===== src/rtl/wb_exmem_master_if.sv =====
// Bundle of command, stream, status and Wishbone signals for the exmem initiator.
// The master modport is the initiator's view; slave is the user/responder side.
interface wb_exmem_master_if #(
  parameter int unsigned BITS  = 32,
  parameter int unsigned LEN_W = 8
);
  logic             cmd_valid;
  logic             cmd_ready;
  logic             cmd_we;
  logic [BITS-1:0]  cmd_adr;
  logic [LEN_W-1:0] cmd_len;
  logic [BITS-1:0]  wr_data;
  logic             wr_valid;
  logic             wr_ready;
  logic [BITS-1:0]  rd_data;
  logic             rd_valid;
  logic             rd_ready;
  logic             busy;
  logic             done;
  logic             err;
  logic             wbm_cyc_o;
  logic             wbm_stb_o;
  logic             wbm_we_o;
  logic [3:0]       wbm_sel_o;
  logic [BITS-1:0]  wbm_adr_o;
  logic [BITS-1:0]  wbm_dat_o;
  logic [BITS-1:0]  wbm_dat_i;
  logic             wbm_ack_i;

  modport master (
    input  cmd_valid, cmd_we, cmd_adr, cmd_len, wr_data, wr_valid, rd_ready,
           wbm_dat_i, wbm_ack_i,
    output cmd_ready, wr_ready, rd_data, rd_valid, busy, done, err,
           wbm_cyc_o, wbm_stb_o, wbm_we_o, wbm_sel_o, wbm_adr_o, wbm_dat_o
  );

  modport slave (
    output cmd_valid, cmd_we, cmd_adr, cmd_len, wr_data, wr_valid, rd_ready,
           wbm_dat_i, wbm_ack_i,
    input  cmd_ready, wr_ready, rd_data, rd_valid, busy, done, err,
           wbm_cyc_o, wbm_stb_o, wbm_we_o, wbm_sel_o, wbm_adr_o, wbm_dat_o
  );
endinterface


===== src/rtl/wb_exmem_master.sv =====
// Wishbone classic initiator: one command becomes a run of single-beat read or write cycles,
// each beat bounded by an ack timeout, with valid/ready streams for write and read data.
module wb_exmem_master #(
  parameter int unsigned BITS      = 32,
  parameter int unsigned LEN_W     = 8,
  parameter int unsigned TIMEOUT   = 32,
  parameter int unsigned ADDR_STEP = 4
) (
  input  logic                wb_clk_i,
  input  logic                wb_rst_ni,
  wb_exmem_master_if.master   bus
);

  localparam int unsigned TmoW = $clog2(TIMEOUT + 1);

  typedef enum logic [2:0] {StIdle, StWdat, StReq, StGap, StRdat} state_e;

  state_e           state_q;
  logic             cyc_q;
  logic             we_q;
  logic [BITS-1:0]  adr_q;
  logic [BITS-1:0]  dat_q;
  logic [BITS-1:0]  rd_data_q;
  logic [LEN_W-1:0] rem_q;
  logic [TmoW-1:0]  tmo_q;
  logic             done_q;
  logic             err_q;

  always_ff @(posedge wb_clk_i or negedge wb_rst_ni) begin
    if (!wb_rst_ni) begin
      state_q   <= StIdle;
      cyc_q     <= 1'b0;
      we_q      <= 1'b0;
      adr_q     <= '0;
      dat_q     <= '0;
      rd_data_q <= '0;
      rem_q     <= '0;
      tmo_q     <= '0;
      done_q    <= 1'b0;
      err_q     <= 1'b0;
    end else begin
      done_q <= 1'b0;
      unique case (state_q)
        StIdle: begin
          if (bus.cmd_valid) begin
            adr_q <= bus.cmd_adr;
            we_q  <= bus.cmd_we;
            rem_q <= bus.cmd_len;
            err_q <= 1'b0;
            if (bus.cmd_len == '0) begin
              done_q <= 1'b1;
            end else if (bus.cmd_we) begin
              state_q <= StWdat;
            end else begin
              state_q <= StReq;
              cyc_q   <= 1'b1;
              tmo_q   <= '0;
            end
          end
        end
        StWdat: begin
          if (bus.wr_valid) begin
            dat_q   <= bus.wr_data;
            state_q <= StReq;
            cyc_q   <= 1'b1;
            tmo_q   <= '0;
          end
        end
        StReq: begin
          // Ack wins over a timeout expiring in the same cycle.
          if (bus.wbm_ack_i) begin
            cyc_q <= 1'b0;
            if (we_q) begin
              rem_q   <= rem_q - LEN_W'(1);
              adr_q   <= adr_q + BITS'(ADDR_STEP);
              state_q <= StGap;
            end else begin
              rd_data_q <= bus.wbm_dat_i;
              state_q   <= StRdat;
            end
          end else if (tmo_q == TmoW'(TIMEOUT - 1)) begin
            cyc_q   <= 1'b0;
            err_q   <= 1'b1;
            done_q  <= 1'b1;
            state_q <= StIdle;
          end else begin
            tmo_q <= tmo_q + TmoW'(1);
          end
        end
        StRdat: begin
          if (bus.rd_ready) begin
            rem_q   <= rem_q - LEN_W'(1);
            adr_q   <= adr_q + BITS'(ADDR_STEP);
            state_q <= StGap;
          end
        end
        StGap: begin
          if (rem_q == '0) begin
            done_q  <= 1'b1;
            state_q <= StIdle;
          end else if (we_q) begin
            state_q <= StWdat;
          end else begin
            state_q <= StReq;
            cyc_q   <= 1'b1;
            tmo_q   <= '0;
          end
        end
        default: state_q <= StIdle;
      endcase
    end
  end

  assign bus.cmd_ready = (state_q == StIdle);
  assign bus.busy      = (state_q != StIdle);
  assign bus.wr_ready  = (state_q == StWdat) & bus.wr_valid;
  assign bus.rd_valid  = (state_q == StRdat);
  assign bus.rd_data   = rd_data_q;
  assign bus.done      = done_q;
  assign bus.err       = err_q;
  assign bus.wbm_cyc_o = cyc_q;
  assign bus.wbm_stb_o = cyc_q;
  assign bus.wbm_we_o  = cyc_q & we_q;
  assign bus.wbm_sel_o = {4{cyc_q}};
  assign bus.wbm_adr_o = adr_q;
  assign bus.wbm_dat_o = dat_q;

endmodule


===== src/flat_wrapper.sv =====
// flat-port wrapper written by rule: the top's interface ports become plain ports
module wb_exmem_master_flat 
#(
  parameter int unsigned BITS      = 32,
  parameter int unsigned LEN_W     = 8,
  parameter int unsigned TIMEOUT   = 32,
  parameter int unsigned ADDR_STEP = 4
)
  (wb_clk_i, wb_rst_ni, bus_cmd_valid, bus_cmd_we, bus_cmd_adr, bus_cmd_len, bus_wr_data, bus_wr_valid, bus_rd_ready, bus_wbm_dat_i, bus_wbm_ack_i, bus_cmd_ready, bus_wr_ready, bus_rd_data, bus_rd_valid, bus_busy, bus_done, bus_err, bus_wbm_cyc_o, bus_wbm_stb_o, bus_wbm_we_o, bus_wbm_sel_o, bus_wbm_adr_o, bus_wbm_dat_o);
  wb_exmem_master_if #(.BITS(BITS), .LEN_W(LEN_W)) bus_i ();
  input  logic wb_clk_i;
  input  logic wb_rst_ni;
  input wire logic [$bits(bus_i.cmd_valid)-1:0] bus_cmd_valid;
  input wire logic [$bits(bus_i.cmd_we)-1:0] bus_cmd_we;
  input wire logic [$bits(bus_i.cmd_adr)-1:0] bus_cmd_adr;
  input wire logic [$bits(bus_i.cmd_len)-1:0] bus_cmd_len;
  input wire logic [$bits(bus_i.wr_data)-1:0] bus_wr_data;
  input wire logic [$bits(bus_i.wr_valid)-1:0] bus_wr_valid;
  input wire logic [$bits(bus_i.rd_ready)-1:0] bus_rd_ready;
  input wire logic [$bits(bus_i.wbm_dat_i)-1:0] bus_wbm_dat_i;
  input wire logic [$bits(bus_i.wbm_ack_i)-1:0] bus_wbm_ack_i;
  output wire logic [$bits(bus_i.cmd_ready)-1:0] bus_cmd_ready;
  output wire logic [$bits(bus_i.wr_ready)-1:0] bus_wr_ready;
  output wire logic [$bits(bus_i.rd_data)-1:0] bus_rd_data;
  output wire logic [$bits(bus_i.rd_valid)-1:0] bus_rd_valid;
  output wire logic [$bits(bus_i.busy)-1:0] bus_busy;
  output wire logic [$bits(bus_i.done)-1:0] bus_done;
  output wire logic [$bits(bus_i.err)-1:0] bus_err;
  output wire logic [$bits(bus_i.wbm_cyc_o)-1:0] bus_wbm_cyc_o;
  output wire logic [$bits(bus_i.wbm_stb_o)-1:0] bus_wbm_stb_o;
  output wire logic [$bits(bus_i.wbm_we_o)-1:0] bus_wbm_we_o;
  output wire logic [$bits(bus_i.wbm_sel_o)-1:0] bus_wbm_sel_o;
  output wire logic [$bits(bus_i.wbm_adr_o)-1:0] bus_wbm_adr_o;
  output wire logic [$bits(bus_i.wbm_dat_o)-1:0] bus_wbm_dat_o;
  assign bus_i.cmd_valid = bus_cmd_valid;
  assign bus_i.cmd_we = bus_cmd_we;
  assign bus_i.cmd_adr = bus_cmd_adr;
  assign bus_i.cmd_len = bus_cmd_len;
  assign bus_i.wr_data = bus_wr_data;
  assign bus_i.wr_valid = bus_wr_valid;
  assign bus_i.rd_ready = bus_rd_ready;
  assign bus_i.wbm_dat_i = bus_wbm_dat_i;
  assign bus_i.wbm_ack_i = bus_wbm_ack_i;
  assign bus_cmd_ready = bus_i.cmd_ready;
  assign bus_wr_ready = bus_i.wr_ready;
  assign bus_rd_data = bus_i.rd_data;
  assign bus_rd_valid = bus_i.rd_valid;
  assign bus_busy = bus_i.busy;
  assign bus_done = bus_i.done;
  assign bus_err = bus_i.err;
  assign bus_wbm_cyc_o = bus_i.wbm_cyc_o;
  assign bus_wbm_stb_o = bus_i.wbm_stb_o;
  assign bus_wbm_we_o = bus_i.wbm_we_o;
  assign bus_wbm_sel_o = bus_i.wbm_sel_o;
  assign bus_wbm_adr_o = bus_i.wbm_adr_o;
  assign bus_wbm_dat_o = bus_i.wbm_dat_o;
  wb_exmem_master #(.BITS(BITS), .LEN_W(LEN_W), .TIMEOUT(TIMEOUT), .ADDR_STEP(ADDR_STEP)) u_core (.wb_clk_i(wb_clk_i), .wb_rst_ni(wb_rst_ni), .bus(bus_i));
endmodule

===== config.mk =====
export PLATFORM = sky130hd
export DESIGN_NAME = wb_exmem_master_flat
export DESIGN_NICKNAME = d
export VERILOG_FILES = /design/src/rtl/wb_exmem_master_if.sv /design/src/rtl/wb_exmem_master.sv /design/src/flat_wrapper.sv
export SDC_FILE = /design/constraint.sdc
export NUM_CORES = 1
export LEC_CHECK = 0
export CAP_MARGIN = 20
export CORE_MARGIN = 10
export CORE_UTILIZATION = 32
export DETAILED_ROUTE_END_ITERATION = 6
export PLACE_DENSITY = 0.72
export REMOVE_ABC_BUFFERS = 1
export SLEW_MARGIN = 20
export SYNTH_ARGS = -nofsm -noshare
export SYNTH_HDL_FRONTEND = slang
export SYNTH_SLANG_ARGS = --single-unit

===== constraint.sdc =====
create_clock -name wb_clk_i -period 6 [get_ports wb_clk_i]
set_input_delay 1.2 -clock wb_clk_i [delete_from_list [all_inputs] [get_ports wb_clk_i]]
set_output_delay 1.2 -clock wb_clk_i [all_outputs]
set_load 0.005 [all_outputs]

==> impl_metrics.csv <==
group,metric,value,unit
outcome,outcome,"finished, final reports clean",
clock_tree,insertion_delay,0.41,ns
power,combPwrFrac,45.4,%
placed_design,place_ws,1.93,ns
critical_path,worst_ep_required_time,4.80,ns
floorplanning,die-height,153,µm
global_routing,grt_overflow,0,
power,intPower,3.00,mW
cells_and_area,num-fill-cells,1595,
synth,synth_cells,534,
timing,slew_headroom,36.5,%
floorplanning,fp.dieW,153,µm
detailed_routing,drc,0,
clock_tree,post-cts-setup-buffers,0,
run,maxCapViolations,0,
critical_path,critPathMaxFanout,33,
detailed_routing,drtPass1Iterations,5,
cells_and_area,final_cell_count_no_fill,978,
synth,synth_edf_count,0,
timing,tightest_slew,0.953,ns
synth,async_flop_share,100,%
synth,synth_largest_area_cell,"dfrtp_1",
power,peakVddDrop,237,µV
clock_tree,root_buffer,"clkbuf_16",
timing,finClkSkew,0.00738,ns
detailed_routing,via_per_inst,5.18,
synth,syn_area,5700,µm²
power,swShare,34.8,%
detailed_routing,drtIter0Drc,246,
placed_design,place_inst,946,
detailed_routing,wl,18.1,mm
floorplanning,die_area,23600,µm²
global_routing,grt_max_degree,73,
power,cellLeakagePower,3.48,nW
detailed_routing,met2_length,8.48,mm
power,p_per_area,533,nW/µm²
synth,synthFlopType,"dfrtp_1",
cells_and_area,fin_nets,855,
cells_and_area,drive_gt1_share,15.7,%
critical_path,cp-start-kind,"primary input",
global_routing,grt.total_usage,15.3,%
detailed_routing,m1WireLength,7.72,mm
power,switching_power,1.60,mW
clock_tree,clockBufferDepth,2,
critical_path,cp.arrival,2.88,ns
global_routing,antenna_found_initial,0,
floorplanning,core-area,17400,µm²
synth,yosys_warnings,0,
cells_and_area,finish.utilization,49.7,%
timing,setup_ws,1.92,ns
floorplanning,rows,48,
timing,hold_viol_final,0,
critical_path,endpoint_kind,"output port",
timing,tns,0,ns
placed_design,dpl_cell_area,8040,µm²
synth,yosys_register_bits,117,
cells_and_area,num_antenna_cells,0,
detailed_routing,top_layer,"met4",
global_routing,grt_pass1_wl,29.4,mm
detailed_routing,vias,5062,
critical_path,r2r_slack,3.37,ns
timing,slew_violations,0,
power,clkPwrFrac,22.1,%
timing,fmax,245,MHz
placed_design,portBuffers,219,
worst_hold_path,hp-class,"reg2reg",
clock_tree,htree_levels,4,
floorplanning,start_util,32.8,%
detailed_routing,postRouteAntennaNets,0,
clock_tree,clock-sinks,117,
cells_and_area,design_area,8630,µm²
global_routing,grt_pass1_vias,5227,
power,seqPwrFrac,32.5,%
timing,setup_violations,0,
clock_tree,cts_resized,0,
detailed_routing,avgRoutedWirePerCell,18.6,µm
synth,seq_area_frac_synth,51.4,%
timing,rsz0062_at_grt,"false",
synth,yosysTopAreaCellShare,51.4,%
placed_design,gp_congestion,0.829,
synth,synthDistinctLibCells,59,
clock_tree,clk_pin_slew_worst_paths,0.06,ns
timing,min_period,4.08,ns
floorplanning,io_pins,220,
detailed_routing,dr_wl_met3,1.74,mm
clock_tree,cts_tree,"done",
synth,synth.avg_cell_area,10.7,µm²
clock_tree,numCtsBuffers,17,
timing,post-route-period-util,67.9,%
critical_path,crit_type,"in2out",
synth,ys_top_cells_by_area,"dfrtp_1 51%, mux2_2 13%, nand2_1 2.9%",
clock_tree,cts_hold_buf,0,
cells_and_area,area_delta_synth_final,51.4,%
placed_design,dpl.hpwl,13.0,mm
==> synth_stat cells, types with 2 or more instances <==
cell      instances
clkbuf_1         18
mux2_2           64
o311ai_0          5
o2bb2a_1          2
nand3_1          18
xnor2_1           2
nand3b_1          3
nor2_1           35
nor4_1            8
nor2b_1           2
o32a_1            2
buf_4             7
nand4_1          10
inv_1            12
buf_1             3
buf_2            10
ha_1              4
and2_1            5
o22a_1            8
a21o_1            3
nand2b_1          2
a22o_1            4
o22ai_1          12
nor3b_1           2
mux2i_1           4
nor4_2            2
nor3_1            6
a21oi_1          31
and3_1           12
a32oi_1           2
nand2_1          44
a31oi_1           9
o21ai_0          33
a221o_1           4
or2_2             3
dfrtp_1         117
a32o_1            2
and4_1            3
==> registers in the layout, indices dropped and copies added, names as in the netlist <==
signal                cells
u_core.bus.err            1
u_core.bus.wbm_adr_o     32
u_core.rem_q              8
u_core.we_q               1
u_core.bus.wbm_dat_o     32
u_core.state_q            3
u_core.bus.rd_data       32
u_core.tmo_q              6
u_core.bus.wbm_cyc_o      1
u_core.bus.done           1
==> per-layer routing <==
layer / vias up / track usage (%)
met1: 2464 / 18.7
met2: 207 / 23.8
met5: - / 0
li1: 2380 / -
met4: 0 / 5.08
met3: 11 / 6.45
==> worst max-delay path, stage by stage <==
cell             delay (ns)
clkdlybuf4s50_1        0.53
and3_1                 0.17
buf_4                  0.37
clkdlybuf4s50_1        0.59
==> cells in the final DEF, fill, tap and decap left out, types with 3 or more instances in the layout <==
master | Yosys | final
buf_4 | 7 | 8
nor4_1 | 8 | 7
o21ai_0 | 33 | 33
clkinv_4 | 0 | 4
clkinvlp_4 | 0 | 3
nand4_1 | 10 | 10
ha_1 | 4 | 4
clkdlybuf4s50_1 | 0 | 218
nand3_1 | 18 | 18
mux2i_1 | 4 | 4
inv_6 | 0 | 3
or2_2 | 3 | 3
nor4_2 | 2 | 3
nand2_1 | 44 | 44
and3_1 | 12 | 12
o22a_1 | 8 | 8
o22ai_1 | 12 | 12
a221o_1 | 4 | 4
a22o_1 | 4 | 4
a21oi_1 | 31 | 31
dfrtp_1 | 117 | 117
a21o_1 | 3 | 3
nor2_1 | 35 | 34
a31oi_1 | 9 | 9
and4_1 | 3 | 3
inv_1 | 12 | 12
nand3b_1 | 3 | 3
clkbuf_16 | 0 | 17
nor3_1 | 6 | 6
o311ai_0 | 5 | 5
and2_1 | 5 | 5
mux2_2 | 64 | 64
==> path summary, 6_finish.rpt <==
| path | endpoint | depth (start not counted) | startpoint |
|---|---|---|---|
| worst max-delay path | bus_wr_ready | 4 | bus_wr_valid |
| worst min-delay path | u_core.bus.wbm_adr_o[0]$_DFFE_PN0P_ | 2 | u_core.bus.wbm_adr_o[0]$_DFFE_PN0P_ |
| worst max register to register | u_core.bus.wbm_adr_o[10]$_DFFE_PN0P_ | 5 | u_core.state_q[1]$_DFFE_PN0P_ |
| worst min register to register | u_core.bus.wbm_adr_o[0]$_DFFE_PN0P_ | 2 | u_core.bus.wbm_adr_o[0]$_DFFE_PN0P_ |
| max in group asynchronous | u_core.bus.rd_data[7]$_DFFE_PN0P_ | 2 | wb_rst_ni |
| min in group asynchronous | u_core.bus.err$_DFFE_PN0P_ | 1 | wb_rst_ni |
==> cell families after synthesis <==
family / Yosys count / share of synthesized area (%)
AO/OA/AOI/OAI: 129 / 15.0
XOR/XNOR: 3 / 0.461
adder cells (fa/ha/maj): 4 / 0.878
buffers and inverters: 51 / 4.17
flip-flops: 117 / 51.4
multiplexers: 68 / 13.3
AND/OR/NAND/NOR: 162 / 14.7
==> power by group through the flow <==
stage                     clock network (mW)  logic, mW  registers [mW]
after detailed placement                   0       2.11            1.50
final                                   1.02       2.08            1.49
after global routing                    1.08       2.30            1.56
after global placement                     0       2.08            1.49
after CTS                               1.05       2.12            1.49
after floorplan                            0      0.945            1.48
==> metrics by stage <==
step / hold slack, ns / power (mW)
6_report: 0.476 / 4.60
5_1_grt: 0.490 / 4.94
4_1_cts: 0.476 / 4.66
3_5_place_dp: 0.462 / 3.61
3_3_place_gp: 0.461 / 3.57
2_1_floorplan: 0.467 / 2.42
==> cell type report <==
| type | count | area [µm²] | share of cell area (%) |
|---|---|---|---|
| multi-input cells | 366 | 2540 | 29.5 |
| clock inverters | 13 | 149 | 1.72 |
| inverters | 12 | 45.0 | 0.522 |
| flip-flops and latches | 117 | 2930 | 33.9 |
| clock buffers | 19 | 443 | 5.13 |
| repair buffers | 226 | 2240 | 26.0 |
| well taps | 225 | 282 | 3.26 |
Note: power is estimated with default switching activity, not from simulation.
